[src/rtl/switch_debounce.sv]
// Purpose: synchronise, debounce and edge-detect N_SW slide switches; latch change events until acked.
// Latency: a level held from sampling edge E0 is accepted at edge E(DEBOUNCE_CYCLES+1); pulses last one cycle.
// Backpressure: none on the pins; evt_valid/evt_mask stay sticky until evt_ack, later changes OR in.
module switch_debounce #(
    parameter int N_SW            = 16,
    parameter int DEBOUNCE_CYCLES = 1_000_000,
    parameter int CNT_W           = $clog2(DEBOUNCE_CYCLES)
) (
    input  logic            clk,
    input  logic            reset_n,
    input  logic [N_SW-1:0] sw_raw,
    output logic [N_SW-1:0] sw_stable,
    output logic [N_SW-1:0] sw_rise,
    output logic [N_SW-1:0] sw_fall,
    output logic            evt_valid,
    output logic [N_SW-1:0] evt_mask,
    input  logic            evt_ack
);

    localparam logic [CNT_W-1:0] CNT_MAX = CNT_W'(DEBOUNCE_CYCLES - 1);

    logic [N_SW-1:0]  sync1;
    logic [N_SW-1:0]  sync2;
    logic [CNT_W-1:0] cnt [N_SW];
    logic [N_SW-1:0]  chg;

    always_ff @(posedge clk or negedge reset_n) begin
        if (!reset_n) begin
            sync1 <= '0;
            sync2 <= '0;
        end else begin
            sync1 <= sw_raw;
            sync2 <= sync1;
        end
    end

    // Any return to the accepted level before the count completes restarts it.
    always_ff @(posedge clk or negedge reset_n) begin
        if (!reset_n) begin
            sw_stable <= '0;
            sw_rise   <= '0;
            sw_fall   <= '0;
            for (int i = 0; i < N_SW; i++) begin
                cnt[i] <= '0;
            end
        end else begin
            sw_rise <= '0;
            sw_fall <= '0;
            for (int i = 0; i < N_SW; i++) begin
                if (sync2[i] == sw_stable[i]) begin
                    cnt[i] <= '0;
                end else if (cnt[i] == CNT_MAX) begin
                    cnt[i]       <= '0;
                    sw_stable[i] <= sync2[i];
                    sw_rise[i]   <= sync2[i];
                    sw_fall[i]   <= ~sync2[i];
                end else begin
                    cnt[i] <= cnt[i] + CNT_W'(1);
                end
            end
        end
    end

    assign chg = sw_rise | sw_fall;

    // An ack coinciding with a new change keeps that change pending.
    always_ff @(posedge clk or negedge reset_n) begin
        if (!reset_n) begin
            evt_valid <= 1'b0;
            evt_mask  <= '0;
        end else if (evt_ack) begin
            evt_valid <= |chg;
            evt_mask  <= chg;
        end else begin
            evt_valid <= evt_valid | (|chg);
            evt_mask  <= evt_mask | chg;
        end
    end

endmodule
[config.mk]
export PLATFORM = sky130hd
export DESIGN_NAME = switch_debounce
export DESIGN_NICKNAME = d
export VERILOG_FILES = /design/src/rtl/switch_debounce.sv
export SDC_FILE = /design/constraint.sdc
export NUM_CORES = 1
export LEC_CHECK = 0
export BUFFER_PORTS_ARGS = -buffer_cell sky130_fd_sc_hd__buf_2
export CAP_MARGIN = 0
export CORE_MARGIN = 1
export CORE_UTILIZATION = 40
export CTS_CLUSTER_DIAMETER = 80
export DETAILED_ROUTE_END_ITERATION = 12
export PLACE_DENSITY = 0.52
export SYNTH_ARGS = -nofsm -noshare
export SYNTH_HDL_FRONTEND = slang
export SYNTH_SLANG_ARGS = --single-unit
[constraint.sdc]
create_clock -name clk -period 2.53 [get_ports clk]
set_input_delay 0.253 -clock clk [delete_from_list [all_inputs] [get_ports clk]]
set_output_delay 0.253 -clock clk [all_outputs]
set_load 0.01 [all_outputs]
==> flow_summary.yaml, run 1 <==
clock_network:
  htree_levels: 2
  tritoncts_clock_tree: "done"
  insertion_delay_ns: 0.57
  post_cts_resized: 0
  path_clk_slew_ns: 0.06
  tritoncts_num_sinks: 417
  clock_tree.buffer_depth: 3
  clock-root-buffer: "clkbuf_16"
  cts-buffers-inserted: 48
final_layout:
  final_util_pct: 47.1
  drive_above_1_share_pct: 12.1
  diodes_inserted: 0
  final_common_cell: "dfrtp_1"
  total_number_of_nets_in_the_final_design: 2063
  syn2layout_area_growth_pct: 16.2
  layout.cells.most_common_list: "dfrtp_1 (417), nor2_1 (232), nand3_1 (129), a21oi_1 (108)"
sta:
  hold_viol: 0
  setup_violations: 0
  finalClockSkew_ns: 0.0145
  timing.final.crit_share_pct: 89.7
  unrepaired_setup_endpoints_after_global_routing: "false"
  fin_tns_setup_ns: 0
  slew-limit-headroom_pct: 56.7
  final_max_slew_viol_count: 0
  period_needed_ns: 2.27
  tightest_slew_ns: 0.641
  clock.fmax_mhz: 441
floorplanning:
  fp.dieArea_um2: 49200
  core_um2: 47700
  floorplan.rows: 80
  io_pins: 84
  die_height_um: 222
  die_w_um: 222
  start_util_pct: 40.5
synth:
  synth_nets: 1938
  number_of_library_cell_types_mapped_by_synthesis: 47
  synth-edff-count: 0
  netlist_instances: 1903
  yosys_warnings: 0
  syn_area_um2: 19300
  postSynth.asyncResetShare_pct: 100
  synthFlopType: "dfrtp_1"
  avgSynthCellArea_um2: 10.2
  ys_seq_elements: 417
  synth_seq_area_share_pct: 53.9
worst_setup_path:
  max_stage_delay_ns: 0.65
  timing.critical_path.buf_inv: 0
  slowest_stage: "or4b_2"
  worst_ep_required_time_ns: 2.96
  critPathLaunchType: "register"
  worst_setup_path_end_kind: "register"
  crit_fanout: 20
  critical_path_arrival_ns: 2.70
  timing.critical_path.max_delay_family: "simple AND/OR/NAND/NOR gates"
  path_class: "reg2reg"
  crit_path_cell_trace: "or4b_2 > nor4_1 > a31o_2 > nor2_1"
placed_design:
  port-buffer-count: 83
  gp_congestion: 0.802
  hpwl_mm: 27.3
drt:
  vias_per_cell: 5.33
  detail_route.iter0.violations: 696
  drc: 0
  totalWireLength_mm: 39.8
  first_pass_iters: 6
  ant_nets: 0
  via_count: 14300
  post_drt_wl_per_cell_um: 14.8
global_route:
  grt-ovfl-total: 0
  gr-usage-all-layers_pct: 16.6
  pin_count_of_the_biggest_net_entering_global_routing: 67
  grt_antenna_before_repair: 1
  grt_pass1_vias: 13800
  grt_first_pass_wirelength_mm: 68.5
hold_path:
  hp-class: "in2async"
power:
  static-leakage-power_nw: 9.34
  power.density_cell_area_nw_per_um2: 650
  ir_worst_vdd_v: 0.000423
status:
  status: "completed"
job:
  max_cap_viol_count: 0
==> flip-flops by register name, indices dropped and copies added, names as in the netlist <==
signal / flops
cnt: 320
sw_fall: 16
evt_valid: 1
sw_rise: 16
evt_mask: 16
sw_stable: 16
sync1: 16
sync2: 16
==> cell families after synthesis <==
logic type,count (synthesis),synth area share [%]
AOI/OAI and AO/OA,248,7.49
xor gates and xnor gates,196,8.87
adders and majority gates,16,1.03
buffers and inverters,121,2.57
DFF,417,53.9
muxes,16,0.990
and+or+nand+nor,889,25.1
==> final timing paths <==
kind                           from     endpoint  slack [ns]  cells after the start
max in group asynchronous   reset_n     cnt[129]        1.48                      4
min in group clk            evt_ack  evt_mask[1]        0.25                      3
min                         reset_n   sw_fall[8]        0.18                      2
max reg2reg                  cnt[6]      cnt[10]        0.26                      4
min reg2reg                sync1[3]     sync2[3]        0.35                      0
max                          cnt[6]      cnt[10]        0.26                      4
==> synth_stat cells, types with 3 or more instances <==
library cell	instances	area, µm²
dfrtp_1	417	10400
nor2_1	232	871
nand3_1	129	646
a21oi_1	108	541
xnor2_1	98	858
xor2_1	98	858
nand2_1	91	342
or4_1	73	548
o21ai_0	71	355
nand4_1	67	419
or3_1	66	413
inv_1	65	244
o31ai_1	48	360
and3_1	44	275
clkbuf_1	37	139
nor3b_1	34	255
nor4_1	34	213
nor3_1	28	140
buf_2	16	80.1
ha_1	16	200
and2_1	15	93.8
and4_1	14	123
mux2_2	13	146
a31o_2	9	78.8
nor4b_1	9	78.8
nand2b_1	8	50.1
or2_2	7	43.8
or4b_1	5	50.1
or4b_2	5	50.1
and3_2	4	30.0
nand3_2	4	40.0
nand4b_1	4	35.0
o21ai_1	4	20.0
buf_6	3	33.8
mux2_4	3	45.0
nor4bb_1	3	30.0
o21ai_2	3	26.3
o31ai_2	3	37.5
or2_4	3	26.3
or4_4	3	33.8
==> per-layer routing <==
metal | wire length (µm) | part of all wire [%] | track usage (%)
met5 | 0 | 0 | 0
met4 | 941 | 2.4 | 5.44
met3 | 1450 | 3.6 | 2.81
met2 | 17800 | 45 | 25.6
met1 | 19700 | 49 | 23.6
==> final cells by class <==
class                   instances  area [µm²]
fillers                      4457       25300
flip-flops and latches        417       10400
multi-input cells            1365        8410
clock buffers                  72        1430
repair buffers                131         916
well taps                     615         769
clock inverters                16         265
inverters                      65         244
==> what timing repair did <==
item	CTS	global route
setup buffers	0	0
hold buffers	17	0
hold endpoints to repair	257	0
==> where the power goes <==
part | internal, W | switching (W)
Sequential | 0.00676 | 0.0000932
Clock | 0.00462 | 0.00271
Combinational | 0.000149 | 0.000283
Total | 0.0115 | 0.00309
==> stage by stage <==
step	area, µm²	instances	power [W]	worst slack (ns)	hold slack (ns)
after global placement	20600	2576	0.00740	0.375	0.180
after global routing	22500	2681	0.0152	0.167	0.186
after CTS	22500	2681	0.0149	0.263	0.157
after detailed placement	20600	2576	0.00740	0.286	0.181
after floorplan	19300	1903	0.00713	0.443	-0.0426
final	22500	2681	0.0146	0.261	0.175
Note: power is estimated with default switching activity, not from simulation.
==> inputs of run 2 (changes only) <==
==> constraint.sdc (replaced) <==
create_clock -name clk -period 2.4 [get_ports clk]
set_input_delay 0.24 -clock clk [delete_from_list [all_inputs] [get_ports clk]]
set_output_delay 0.24 -clock clk [all_outputs]
set_load 0.01 [all_outputs]
==> run 2 against run 1 <==
Design area about the same; non-clock buffer count up 5; via count down 0.12%; register-to-register slack worse by 0.04 ns; global-route usage up 0.21 points; critical endpoint is now cnt[8]; sequential power up 5.4%; critical path depth unchanged; routed wire length up 0.45%; critical path type unchanged; sequential cell count unchanged; fmax up 4.0%; count of clock-buffer cells in the layout down 6; final cell count up 0.15%.
==> flow_summary.yaml, run 2 (synthesis results as in run 1) <==
clock_network:
  post_cts_resized: 0
  clock-root-buffer: "clkbuf_16"
  cts-buffers-inserted: 48
  tritoncts_num_sinks: 417
  insertion_delay_ns: 0.59
  path_clk_slew_ns: 0.06
  clock_tree.buffer_depth: 3
  postCtsSetupRepairBufs: 0
  htree_levels: 2
  ctsHoldBuffers: 17
  tritoncts_clock_tree: "done"
final_layout:
  final_common_cell: "dfrtp_1"
  largest_register_ff_count: 320
  total_number_of_nets_in_the_final_design: 2068
  layout.cells.most_common_list: "dfrtp_1 (417), nor2_1 (232), nand3_1 (129), a21oi_1 (108)"
  registers.top_by_ff_count: "cnt"
  layout.filler_cells: 4436
  syn2layout_area_growth_pct: 16.2
  drive_above_1_share_pct: 12.4
  finish.cell_count_without_fillers: 2685
job:
  max_cap_viol_count: 0
floorplanning:
  start_util_pct: 40.5
  fp.dieArea_um2: 49200
  core_um2: 47700
  die_w_um: 222
  io_pins: 84
  floorplan.rows: 80
  die_height_um: 222
worst_setup_path:
  critical_path.startpoint: "cnt[6]"
  critPathLaunchType: "register"
  critical_path_arrival_ns: 2.63
  worst_r2r_startpoint: "cnt[6]"
  worst_ep_required_time_ns: 2.85
  regToRegSetupSlack_ns: 0.22
  worst_setup_path_end_kind: "register"
  path_class: "reg2reg"
  crit_fanout: 20
sta:
  worst_hold_slack_ns: 0.194
  tightest_slew_ns: 0.632
  unrepaired_setup_endpoints_after_global_routing: "false"
  finalClockSkew_ns: 0.0215
  hold_viol: 0
  slew-limit-headroom_pct: 57.3
  fin_tns_setup_ns: 0
  period_needed_ns: 2.18
  clock.fmax_mhz: 458
  final_max_slew_viol_count: 0
  setup_violations: 0
  timing.final.crit_share_pct: 90.9
global_route:
  pin_count_of_the_biggest_net_entering_global_routing: 66
  gr-usage-all-layers_pct: 16.8
  grt_first_pass_wirelength_mm: 69.4
  grt-ovfl-total: 0
  grt_antenna_before_repair: 0
  grt_pass1_vias: 14200
drt:
  first_pass_iters: 5
  drc: 0
  totalWireLength_mm: 40.0
  post_drt_wl_per_cell_um: 14.9
  via_count: 14300
  ant_nets: 0
  detail_route.iter0.violations: 813
  vias_per_cell: 5.31
placed_design:
  hpwl_mm: 27.1
  gp_congestion: 0.761
  dp_cells: 2581
  port-buffer-count: 83
power:
  ir_worst_vdd_v: 0.000672
  static-leakage-power_nw: 9.35
  power.net_switching_w: 0.00335
  power.density_cell_area_nw_per_um2: 682
  power_frac_comb_pct: 3.0
  switching_share_pct: 21.9
  power_w: 0.0153
  power.share.clock_pct: 49.9
  sequentialPowerShare_pct: 47.1
  power.internal_w: 0.0120
status:
  status: "completed"
hold_path:
  hp-class: "in2async"
run 2: area by class of cell:
cell class	instances	area [µm²]	share of cell area, %
Timing Repair Buffer	136	941	4.19
Sequential cell	417	10400	46.4
Clock inverter	20	275	1.22
Multi-Input combinational cell	1365	8410	37.4
Clock buffer	66	1390	6.19
Tap cell	615	769	3.42
Antenna cell	1	2.50	0.0111
Inverter	65	244	1.09
run 2: worst max-delay path, cell delays in order (launching register included):
cell	delay [ns]
dfrtp_1	0.43
or4b_2	0.65
nor4_1	0.40
a31o_2	0.48
nor2_1	0.10
run 2: power by group through the flow:
stage | Sequential [W] | Clock (W) | Combinational, W
finish | 0.00722 | 0.00765 | 0.000458
global route | 0.00724 | 0.00816 | 0.000536
CTS | 0.00722 | 0.00791 | 0.000481
detailed placement | 0.00735 | 0 | 0.000458
global placement | 0.00734 | 0 | 0.000453
floorplan | 0.00733 | 0 | 0.000191
run 2: final timing paths:
path                                 to  cells past startpoint
hold / removal                 cnt[145]                      2
min in group clk           evt_mask[15]                      3
setup reg to reg                 cnt[8]                      4
setup / recovery                 cnt[8]                      4
max in group asynchronous      cnt[295]                      3
hold reg to reg                sync2[5]                      0
run 2: stage by stage:
step	instance area (µm²)	util, %	setup WS [ns]
final	22500	47.1	0.217
after global routing	22500	47.1	0.0232
after CTS	22500	47.1	0.198
after detailed placement	20600	43.2	0.219
after global placement	20600	43.2	0.276
after floorplan	19300	-	0.313
run 2: layer usage:
metal / wire [µm] / track usage [%] / vias to the layer above
met2: 18100 / 26.9 / 175
li1: - / - / 7064
met4: 985 / 5.80 / 0
met3: 1400 / 2.78 / 65
met1: 19500 / 23.0 / 6961
met5: 0 / 0 / -
